**config.mk**
```make
export PLATFORM = sky130hd
export DESIGN_NAME = led_breath_pwm_flat
export DESIGN_NICKNAME = d
export VERILOG_FILES = /design/src/rtl/led_breath_pwm_pkg.sv /design/src/rtl/led_breath_pwm_if.sv /design/src/rtl/led_breath_pwm_pwm_gen.sv /design/src/rtl/led_breath_pwm.sv /design/src/flat_wrapper.sv
export SDC_FILE = /design/constraint.sdc
export NUM_CORES = 1
export LEC_CHECK = 0
export ABC_AREA = 1
export CORE_UTILIZATION = 25
export CTS_BUF_LIST = sky130_fd_sc_hd__clkbuf_4 sky130_fd_sc_hd__clkbuf_8
export CTS_CLUSTER_SIZE = 10
export DETAILED_ROUTE_END_ITERATION = 12
export PLACE_DENSITY = 0.4
export SLEW_MARGIN = 25
export SYNTH_ARGS = -nofsm -noshare
export SYNTH_HDL_FRONTEND = slang
export SYNTH_SLANG_ARGS = --single-unit
```
**constraint.sdc**
```tcl
create_clock -name clock -period 2.9 [get_ports clock]
set_input_delay 0.58 -clock clock [delete_from_list [all_inputs] [get_ports clock]]
set_output_delay 0.58 -clock clock [all_outputs]
set_load 0.02 [all_outputs]
```
**src/rtl/led_breath_pwm_pkg.sv**
```systemverilog
// -----------------------------------------------------------------------------
// led_pkg
// Shared types and defaults for the LED breathing PWM stage.
//   state_t          : ramp FSM states
//   CLK_HZ           : board clock frequency (27 MHz)
//   DEF_PWM_BITS     : default PWM counter / duty width
//   DEF_STEP_CYCLES  : default clocks per duty step, sized so a full
//                      0 -> MAX ramp spans one 0.5 s blinker half-period
//   is_ramp()        : true for the two ramping states
// -----------------------------------------------------------------------------
package led_pkg;

  typedef enum logic [1:0] {
    IDLE_LOW  = 2'd0,
    RAMP_UP   = 2'd1,
    IDLE_HIGH = 2'd2,
    RAMP_DOWN = 2'd3
  } state_t;

  localparam int CLK_HZ          = 27_000_000;
  localparam int DEF_PWM_BITS    = 8;
  // 27e6 / 2 / 256 = 52_734 clocks per step.
  localparam int DEF_STEP_CYCLES = CLK_HZ / 2 / (2 ** DEF_PWM_BITS);

  function automatic logic is_ramp(input state_t s);
    return (s == RAMP_UP) || (s == RAMP_DOWN);
  endfunction

endpackage

```
**src/rtl/led_breath_pwm_if.sv**
```systemverilog
// -----------------------------------------------------------------------------
// led_breath_pwm_if
// Signal bundle between the blinker-side driver and the breathing PWM stage.
//   toggle_in : blinker level (driver -> stage)
//   enable    : run / force dark (driver -> stage)
//   led_pwm   : PWM drive to the LED pin (stage -> driver)
//   duty      : current brightness (stage -> driver)
//   busy      : ramp in progress (stage -> driver)
// Modports: master = driver side, slave = breathing stage.
// -----------------------------------------------------------------------------
interface led_breath_pwm_if
  import led_pkg::*;
#(
  parameter int PWM_BITS = DEF_PWM_BITS
);

  logic                toggle_in;
  logic                enable;
  logic                led_pwm;
  logic [PWM_BITS-1:0] duty;
  logic                busy;

  modport master (
    output toggle_in,
    output enable,
    input  led_pwm,
    input  duty,
    input  busy
  );

  modport slave (
    input  toggle_in,
    input  enable,
    output led_pwm,
    output duty,
    output busy
  );

endinterface

```
**src/rtl/led_breath_pwm_pwm_gen.sv**
```systemverilog
// -----------------------------------------------------------------------------
// pwm_gen
// Free-running prescaler and PWM counter, compare against duty, registered
// LED output.
//   clock      : system clock
//   reset      : synchronous, active-high
//   duty       : brightness, 0 = off, MAX = fully on
//   force_dark : 1 = drive the LED dark on the next edge regardless of duty
//   led_pwm    : registered PWM output, inverted when ACTIVE_LOW
// -----------------------------------------------------------------------------
module pwm_gen #(
  parameter int PWM_BITS   = 8,
  parameter int PRESCALE   = 4,
  parameter bit ACTIVE_LOW = 1'b1
) (
  input  logic                clock,
  input  logic                reset,
  input  logic [PWM_BITS-1:0] duty,
  input  logic                force_dark,
  output logic                led_pwm
);

  localparam int                  PS_W     = (PRESCALE > 1) ? $clog2(PRESCALE) : 1;
  localparam logic [PS_W-1:0]     PS_LAST  = PS_W'(PRESCALE - 1);
  localparam logic [PWM_BITS-1:0] MAX_DUTY = '1;

  logic [PS_W-1:0]     prescale_cnt;
  logic [PWM_BITS-1:0] pwm_cnt;
  logic                tick;
  logic                lit;

  assign tick = (prescale_cnt == PS_LAST);
  // MAX duty is forced fully on; the plain compare would leave one dark slot.
  assign lit  = ~force_dark & ((duty == MAX_DUTY) | (pwm_cnt < duty));

  // NOTE: sequential state uses non-blocking assignments so every register
  // samples pre-edge values, independent of statement order.
  always_ff @(posedge clock) begin
    if (reset) begin
      prescale_cnt <= '0;
      pwm_cnt      <= '0;
      led_pwm      <= ACTIVE_LOW;
    end else begin
      prescale_cnt <= tick ? '0 : prescale_cnt + PS_W'(1);
      // Full-width counter: MAX -> 0 wrap is the natural overflow.
      if (tick) pwm_cnt <= pwm_cnt + PWM_BITS'(1);
      led_pwm      <= lit ^ ACTIVE_LOW;
    end
  end

endmodule

```
**src/rtl/led_breath_pwm.sv**
```systemverilog
// -----------------------------------------------------------------------------
// led_breath_pwm
// Turns the blinker's square wave into a breathing LED: each edge of
// toggle_in starts a linear duty ramp toward full-on (rise) or off (fall).
//   clock : system clock (27 MHz board clock)
//   reset : synchronous, active-high
//   bus   : led_breath_pwm_if.slave
//             toggle_in, enable  (in)
//             led_pwm, duty, busy (out)
// -----------------------------------------------------------------------------
module led_breath_pwm
  import led_pkg::*;
#(
  parameter int PWM_BITS    = DEF_PWM_BITS,
  parameter int PRESCALE    = 4,
  parameter int STEP_CYCLES = DEF_STEP_CYCLES,
  parameter bit ACTIVE_LOW  = 1'b1
) (
  input  logic            clock,
  input  logic            reset,
  led_breath_pwm_if.slave bus
);

  localparam int                  SC_W      = (STEP_CYCLES > 1) ? $clog2(STEP_CYCLES) : 1;
  localparam logic [SC_W-1:0]     STEP_LAST = SC_W'(STEP_CYCLES - 1);
  localparam logic [PWM_BITS-1:0] MAX_DUTY  = '1;
  localparam logic [PWM_BITS-1:0] ZERO_DUTY = '0;

  state_t              state_q, state_d;
  logic [PWM_BITS-1:0] duty_q, duty_d;
  logic [PWM_BITS-1:0] duty_up, duty_dn;
  logic [SC_W-1:0]     step_cnt, step_d;
  logic                toggle_q;
  logic                busy_q;
  logic                rise, fall, step_hit;

  assign rise     = bus.toggle_in & ~toggle_q;
  assign fall     = ~bus.toggle_in & toggle_q;
  assign step_hit = (step_cnt == STEP_LAST);

  // Saturating neighbours: a ramp entered already at its end point
  // (e.g. fall then immediate rise at MAX) must not wrap.
  assign duty_up = (duty_q == MAX_DUTY)  ? duty_q : duty_q + PWM_BITS'(1);
  assign duty_dn = (duty_q == ZERO_DUTY) ? duty_q : duty_q - PWM_BITS'(1);

  // NOTE: every always_comb output gets a default first so no path leaves
  // it unassigned, which would otherwise infer a latch.
  always_comb begin
    state_d = state_q;
    duty_d  = duty_q;

    case (state_q)
      IDLE_LOW:  if (rise) state_d = RAMP_UP;
      IDLE_HIGH: if (fall) state_d = RAMP_DOWN;
      RAMP_UP: begin
        // A direction change wins over a step landing in the same cycle;
        // the ramp reverses from the current duty.
        if (fall) begin
          state_d = RAMP_DOWN;
        end else if (step_hit) begin
          duty_d = duty_up;
          if (duty_up == MAX_DUTY) state_d = IDLE_HIGH;
        end
      end
      RAMP_DOWN: begin
        if (rise) begin
          state_d = RAMP_UP;
        end else if (step_hit) begin
          duty_d = duty_dn;
          if (duty_dn == ZERO_DUTY) state_d = IDLE_LOW;
        end
      end
      default: state_d = IDLE_LOW;
    endcase

    if (!bus.enable) begin
      state_d = IDLE_LOW;
      duty_d  = '0;
    end

    // Step timer restarts on any state change so the first step lands
    // STEP_CYCLES clocks after entering a ramp; it idles at 0 otherwise.
    if ((state_d != state_q) || !is_ramp(state_q) || step_hit) step_d = '0;
    else                                                      step_d = step_cnt + SC_W'(1);
  end

  always_ff @(posedge clock) begin
    if (reset) begin
      state_q  <= IDLE_LOW;
      duty_q   <= '0;
      step_cnt <= '0;
      toggle_q <= 1'b0;
      busy_q   <= 1'b0;
    end else begin
      state_q  <= state_d;
      duty_q   <= duty_d;
      step_cnt <= step_d;
      toggle_q <= bus.toggle_in;
      busy_q   <= is_ramp(state_d);
    end
  end

  assign bus.duty = duty_q;
  assign bus.busy = busy_q;

  pwm_gen #(
    .PWM_BITS  (PWM_BITS),
    .PRESCALE  (PRESCALE),
    .ACTIVE_LOW(ACTIVE_LOW)
  ) u_pwm_gen (
    .clock     (clock),
    .reset     (reset),
    .duty      (duty_q),
    .force_dark(~bus.enable),
    .led_pwm   (bus.led_pwm)
  );

endmodule

```
**src/flat_wrapper.sv**
```systemverilog
// flat-port wrapper written by rule: the top's interface ports become plain ports
module led_breath_pwm_flat import led_pkg::*;
#(
  parameter int PWM_BITS    = DEF_PWM_BITS,
  parameter int PRESCALE    = 4,
  parameter int STEP_CYCLES = DEF_STEP_CYCLES,
  parameter bit ACTIVE_LOW  = 1'b1
)
  (clock, reset, bus_toggle_in, bus_enable, bus_led_pwm, bus_duty, bus_busy);
  led_breath_pwm_if #(.PWM_BITS(PWM_BITS)) bus_i ();
  input  logic clock;
  input  logic reset;
  input wire logic [$bits(bus_i.toggle_in)-1:0] bus_toggle_in;
  input wire logic [$bits(bus_i.enable)-1:0] bus_enable;
  output wire logic [$bits(bus_i.led_pwm)-1:0] bus_led_pwm;
  output wire logic [$bits(bus_i.duty)-1:0] bus_duty;
  output wire logic [$bits(bus_i.busy)-1:0] bus_busy;
  assign bus_i.toggle_in = bus_toggle_in;
  assign bus_i.enable = bus_enable;
  assign bus_led_pwm = bus_i.led_pwm;
  assign bus_duty = bus_i.duty;
  assign bus_busy = bus_i.busy;
  led_breath_pwm #(.PWM_BITS(PWM_BITS), .PRESCALE(PRESCALE), .STEP_CYCLES(STEP_CYCLES), .ACTIVE_LOW(ACTIVE_LOW)) u_core (.clock(clock), .reset(reset), .bus(bus_i));
endmodule
```
## Yosys cells after proc, flatten, opt, wreduce, memory -nomap -nowiden

Index checks and enable logic that the tools add are counted.

| word-level totals | value |
|---|---|
| memories | 0 |
| latch bits | 0 |
| word-level logic and storage cells | 66 |
| RAM bits | 0 |
| input bits | 4 |
| flip-flop bits (word level) | 39 |
| ROM bits | 0 |

| cells by class | value |
|---|---|
| order comparisons | 1 |
| div/mod/pow operators | 0 |
| reduce and logical (&&, ||, !) cells | 13 |
| equal/unequal tests | 14 |
| bitwise logic cells | 8 |
| multiply operators | 0 |
| muxes and demuxes | 17 |
| $add $sub $neg | 5 |
| shift operators | 0 |

Operators with widths:

| kind | count |
|---|---|
| $mux W8 | 6 |
| $mux W2 | 9 |
| $add A16 B1 Y16 const B | 1 |
| $add A8 B1 Y8 const B | 2 |
| $eq A16 B16 Y1 const B | 1 |
| $eq A8 B8 Y1 const B | 2 |
| $logic_not A8 Y1 | 2 |
| $pmux W8 S2 | 1 |
| $eq A2 B2 Y1 const B | 4 |
| $lt A8 B8 Y1 | 1 |
| $pmux W2 S4 | 1 |
| $sub A8 B1 Y8 const B | 1 |
| $reduce_or A2 Y1 | 3 |
| $reduce_and A5 Y1 | 1 |
| $eq A2 B1 Y1 const B | 2 |
| $logic_or A1 B1 Y1 | 4 |
| $ne A2 B1 Y1 const B | 2 |
| $ne A2 B2 Y1 const B | 2 |
| $not A1 Y1 | 4 |
| $and A1 B1 Y1 | 3 |
| $add A2 B1 Y2 const B | 1 |
| $logic_not A2 Y1 | 1 |
| $ne A2 B2 Y1 | 1 |
| $reduce_bool A2 Y1 | 1 |
| other kinds (2) | 2 |

## Logic depth before layout (Yosys ltp)

| depth | value |
|---|---|
| word-level depth | 12 |
| gate-level depth with buffers | 18 |
| gate-level depth less buffers | 17 |

## By module

From an unflattened synthesis, not the netlist that was laid out.

| unflattened totals | value |
|---|---|
| cell total of the unflattened synthesis | 404 |
| area, all modules | 2728.9 sq um |

By module, submodules not included:

| module | cells an instance | area an instance (sq um) | times used | sequential area each (sq um) |
|---|---|---|---|---|
| led_breath_pwm | 307 | 2037.0 | 1 | 540.5 |
| pwm_gen | 97 | 691.9 | 1 | 220.2 |

## Worst setup path after synthesis

No wires, ideal clock.

| path | value |
|---|---|
| path kind | register to register |
| start | reg u_core.duty_q[0], in the netlist u_core.bus.duty[0] |
| end | reg u_core.step_cnt[5] |
| slack | 0.689 ns |
| cell stages (with the launch flop) | 18 |
| buffers on the path | 1 |
| data arrival time | 2.091 ns |
| clock period less this slack | 2.211 ns |
| library setup time | 0.121 ns |
| data required time | 2.779 ns |
| path through | dfxtp_1 > inv_1 > ha_1 > nand2_1 > nor2_4 > nand2_4 > nand2_1 > nand2_1 > nand2_1 > nor2_1 > nand2_1 > nand2_1 > nand2_1 > nand4_1 > nand2_1 > nand2_4 > buf_12 > nor2_4 |

| on the way | value |
|---|---|
| word-level cells in the longest chain between the ends | 12 |
| elaborated cells between the ends (all ways) | 20 |

RTL lines:

| element | line | RTL |
|---|---|---|
| start: declaration | led_breath_pwm.sv:30 | `logic [PWM_BITS-1:0] duty_q, duty_d;` |
| start signal: assignment | led_breath_pwm.sv:96 | `duty_q <= duty_d;` |
| $add A8 B1 Y8, or another cell as far along | led_breath_pwm.sv:43 | `assign duty_up = (duty_q == MAX_DUTY) ? duty_q : duty_q + PWM_BITS'(1);` |
| $mux W8 (on tied branches) | led_breath_pwm.sv:43, led_breath_pwm.sv:44 |  |
| $eq A8 B8 Y1 or $logic_not A8 Y1 (tied branches) | led_breath_pwm.sv:62, led_breath_pwm.sv:70 |  |
| $mux W2 (on tied branches) | led_breath_pwm.sv:62, led_breath_pwm.sv:70 |  |
| $mux W2 (on tied branches) | led_breath_pwm.sv:60, led_breath_pwm.sv:68 |  |
| $mux W2 (on tied branches) | led_breath_pwm.sv:58, led_breath_pwm.sv:66 |  |
| $pmux W2 S4 (*) | led_breath_pwm.sv:52 | `case (state_q)` |
| $mux W2 (*) | led_breath_pwm.sv:76 | `if (!bus.enable) begin` |
| $ne A2 B2 Y1 (*) | led_breath_pwm.sv:83 | `if ((state_d != state_q) \|\| !is_ramp(state_q) \|\| step_hit) step_d = '0;` |
| $logic_or A1 B1 Y1 (*) (2 in a row) | led_breath_pwm.sv:83 |  |
| $reduce_or A2 Y1 (no line) (*) | - |  |
| end signal: assignment | led_breath_pwm.sv:97 | `step_cnt <= step_d;` |
| end: declaration | led_breath_pwm.sv:32 | `logic [SC_W-1:0] step_cnt, step_d;` |

Every way passes the cells marked *; elsewhere a longest branch is shown, timed or not.
A chain may end at the register's enable or synchronous reset.

## Worst setup path in the final report

| path | value |
|---|---|
| start | reg u_core.duty_q[0], in the netlist u_core.bus.duty[0] |
| end | reg u_core.step_cnt[4] |

The elaborated chain is that of the path after synthesis.

==> results by stage <==
Power:
- The total power density per cell area is 338 nW/µm².
- The leakage power summed over all cells is 1.17 nW.
- Across the VDD grid, the largest voltage drop is 221 µV.

Critical path:
- The worst setup path is of the flip-flop to flip-flop kind.
- The data required time at the worst endpoint is 3070 ps.
- The longest individual stage delay on the worst path is 470 ps.
- The endpoint class of the critical path is a flip-flop.
- The logic depth of the worst register-to-register path is 16.
- The slowest cell on the critical path is sky130_fd_sc_hd__dfxtp_1.
- The maximum fanout encountered on the critical timing path is 16.
- Data arrives at the worst endpoint at 2670 ps.
- The signal on the critical path passes through inv_1 > ha_1 > inv_1 > nor2_1 > nand2_1 > nor2_1 > nor2_1 > nand3_1 > nor2_1 > nand2_1 > nand2_1 > nand2_1 > nand4_1 > nand2_1 > nand2_4 > nor2_1.
- The launching element type of the critical path is a flip-flop.

Finish:
- Once layout is complete, the cells apart from fillers number 511.
- The footprint of the flip-flops and latches is 761 µm².
- The multi-input combinational cells in the finished layout cover a total of 1540 µm².
- The filler cells instantiated in the layout total 1093.
- The final antenna diode count is 0.
- The top cell types in the final layout, fill and taps aside, are sky130_fd_sc_hd__nand2_1, sky130_fd_sc_hd__nor2_1, sky130_fd_sc_hd__inv_1, sky130_fd_sc_hd__dfxtp_1, sky130_fd_sc_hd__nand3_1.
- The library cell used most frequently in the layout, excluding fill and tap cells, is sky130_fd_sc_hd__nand2_1.
- The total number of nets in the final design is 394.
- The fraction of layout instances using a drive strength above 1 is 11.6%.
- The post-route cell area is 2890 µm².
- The growth of design area from synthesis to finish is 14.6%.

Clock tree:
- Clock-pin slew was measured on the worst setup and hold paths at 80 ps.
- The number of buffers inserted for hold repair after clock tree synthesis is 0.
- CTS saw 38 sinks.
- The number of cells upsized or downsized after cts is 0.
- The root buffer cell is sky130_fd_sc_hd__clkbuf_8.
- The latest clock arrival within the worst-skew pair is 290 ps.
- The number of setup buffers added after CTS is 0.
- The total clock buffers created by CTS is 5.
- The H-tree was split into 2 levels.
- The maximum count of clock buffers along a single path is 2.
- TritonCTS built the clock tree.

Hold path:
- In this run the worst hold path is classified as flip-flop to flip-flop.
- Along the worst hold path, the cell count comes to 1.

STA:
- The maximum frequency from static timing analysis is 400 MHz.
- The aggregate negative setup slack is 0 ps.
- The clock arrives with 10.1 ps of skew.
- Across all hold checks on the routed design, the worst slack comes to 428 ps.
- The final count of hold timing violations is 0.
- The final critical-path share of the clock period is 86.2%.
- The count of final setup violators is 0.
- The relative slew slack is 72.7%.
- The max-slew violation count is 0.
- The shortest clock period the worst path allows after layout is 2500 ps.
- Setup repair after global routing left no endpoint under its margin.
- The worst-margin pin slew is 410 ps.

Run status:
- The run finished with clean final reports.

Floorplanning:
- The total core area is 9770 µm².
- For this configuration, the core starts out at a cell density of 25.8%.
- The die is 102 µm tall.
- The floorplan has 36 rows.
- The die covers 10500 µm².
- The width of the chip is 102 µm.
- The number of placed I/O pins is 14.

Drt:
- The sum of routed wire length over all layers is 5.96 mm.
- Before antenna repair, the detailed router went through 4 iterations.
- The per-cell via count in the routed design is 4.35.
- Dividing the detail-routed wire length by the instance count gives 11.7 µm.
- The remaining routing DRC violations is 0.
- Once detail routing completed, the nets flagged for antenna violations numbered 0.
- The total vias in the final route is 2221.
- The detailed router finished its first iteration with 71 violations.

Synth:
- The count of different cell masters after synthesis is 35.
- sky130_fd_sc_hd__dfxtp_1 takes more of the synthesized area than any other cell.
- The average size of a mapped cell is 7.00 µm².
- Sorting the synthesized cells by area gives the leading types as sky130_fd_sc_hd__dfxtp_1, sky130_fd_sc_hd__nand2_1, sky130_fd_sc_hd__nor2_1.
- The fraction of synthesized cell area taken by the top area cell type is 30.2%.
- The total nets after synthesis is 377.
- The synthesized netlist occupies a cell area of 2520 µm².
- The synthesis-stage register bit count is 38.
- Of the synthesized area, sequential elements account for 30.2%.
- During synthesis, Yosys emitted a total of 0 warnings.
- The gate count of the mapped netlist is 360.

Placement:
- The total of buffers placed on input and output ports is 13.
- The placed instances occupy a cell area of 2790 µm².
- The number of cells after detailed placement is 503.
- The weighted congestion reported at the end of routability-driven placement is 0.842.
- The HPWL after detailed placement is 4.61 mm.

GRT:
- Entering global routing, the biggest net connects 17 pins.
- The remaining global-route overflow is 0.
- The global-route wire length before repair is 10.3 mm.
- The number of antenna violations at the first check in global routing is 0.
- The number of global-route vias before repair is 2138.
- The overall fraction of global-route tracks in use is 12.6%.

Job:
- Across the run, the number of max-cap violations was 0.
==> Yosys cell counts (all sizes together) <==
master,n
nand4,3
ha,13
nand3,31
a21oi,15
nor3,8
nor2,70
buf,3
o211ai,3
and2,1
nor3b,4
or2,2
o221ai,4
mux2i,1
o21bai,1
xor2,11
dfxtp,38
inv,44
o21a,2
nand2,82
a31oi,3
clkbuf,4
xnor2,5
o21ai,12
==> kinds of logic after synthesis <==
| group | synth area share [%] |
|---|---|
| AND/OR/NAND/NOR | 39.1 |
| buffers and inverters | 8.69 |
| AO/OA/AOI/OAI | 9.29 |
| flip-flops | 30.2 |
| XOR/XNOR | 5.86 |
| adder cells (fa/ha/maj) | 6.46 |
| multiplexers | 0.397 |
==> power breakdown <==
part / switching [mW] / leakage [nW] / internal [mW] / total [mW]
registers: 0.00435 / 0.307 / 0.528 / 0.532
clock network: 0.201 / 0.0517 / 0.202 / 0.402
logic: 0.0230 / 0.815 / 0.0167 / 0.0397
total: 0.228 / 1.17 / 0.746 / 0.974
==> registers in the layout, summed over array words and instances (netlist names) <==
signal,cells
u_core.bus.duty,8
u_core.state_q,2
u_core.step_cnt,16
u_core.toggle_q,1
u_core.u_pwm_gen.led_pwm,1
u_core.u_pwm_gen.prescale_cnt,2
u_core.u_pwm_gen.pwm_cnt,8
==> final timing paths <==
| kind | start | to | slack (ps) |
|---|---|---|---|
| setup / recovery | u_core.bus.duty[0] | u_core.step_cnt[4] | 400 |
| hold / removal | u_core.u_pwm_gen.prescale_cnt[0] | u_core.u_pwm_gen.prescale_cnt[0] | 430 |
| setup reg to reg | u_core.bus.duty[0] | u_core.step_cnt[4] | 400 |
| hold reg to reg | u_core.u_pwm_gen.prescale_cnt[0] | u_core.u_pwm_gen.prescale_cnt[0] | 430 |
==> per-layer routing <==
metal  track usage (%)  vias to the layer above  wire length [µm]
met3              2.74                        8               207
li1                  -                     1186                 -
met2              21.6                       32              2820
met4              3.85                        0                95
met5                 0                        -                 0
met1              15.8                      995              2840
==> area by class of cell <==
type	count	share of cell area, %
multi-input combinational	271	53.3
tap	133	5.77
inverter	44	5.72
timing repair buffer	17	5.55
clock buffer	7	3.12
clock inverter	1	0.173
sequential	38	26.4
==> critical path, delay by kind of cell (launching register included) <==
kind / cells / cell delay, ps
AND/OR/NAND/NOR: 13 / 1400
flip-flops: 1 / 470
buffers and inverters: 2 / 250
adder cells (fa/ha/maj): 1 / 250
==> metrics by stage <==
stage / setup slack (ps) / utilization (%) / power [mW]
3_5_place_dp: 369 / 28.6 / 0.586
6_report: 399 / 29.5 / 0.974
4_1_cts: 358 / 29.5 / 0.992
2_1_floorplan: 689 / - / 0.569
3_3_place_gp: 391 / 28.6 / 0.585
5_1_grt: 20.9 / 29.5 / 1.02
Note: power is estimated with default switching activity, not from simulation.
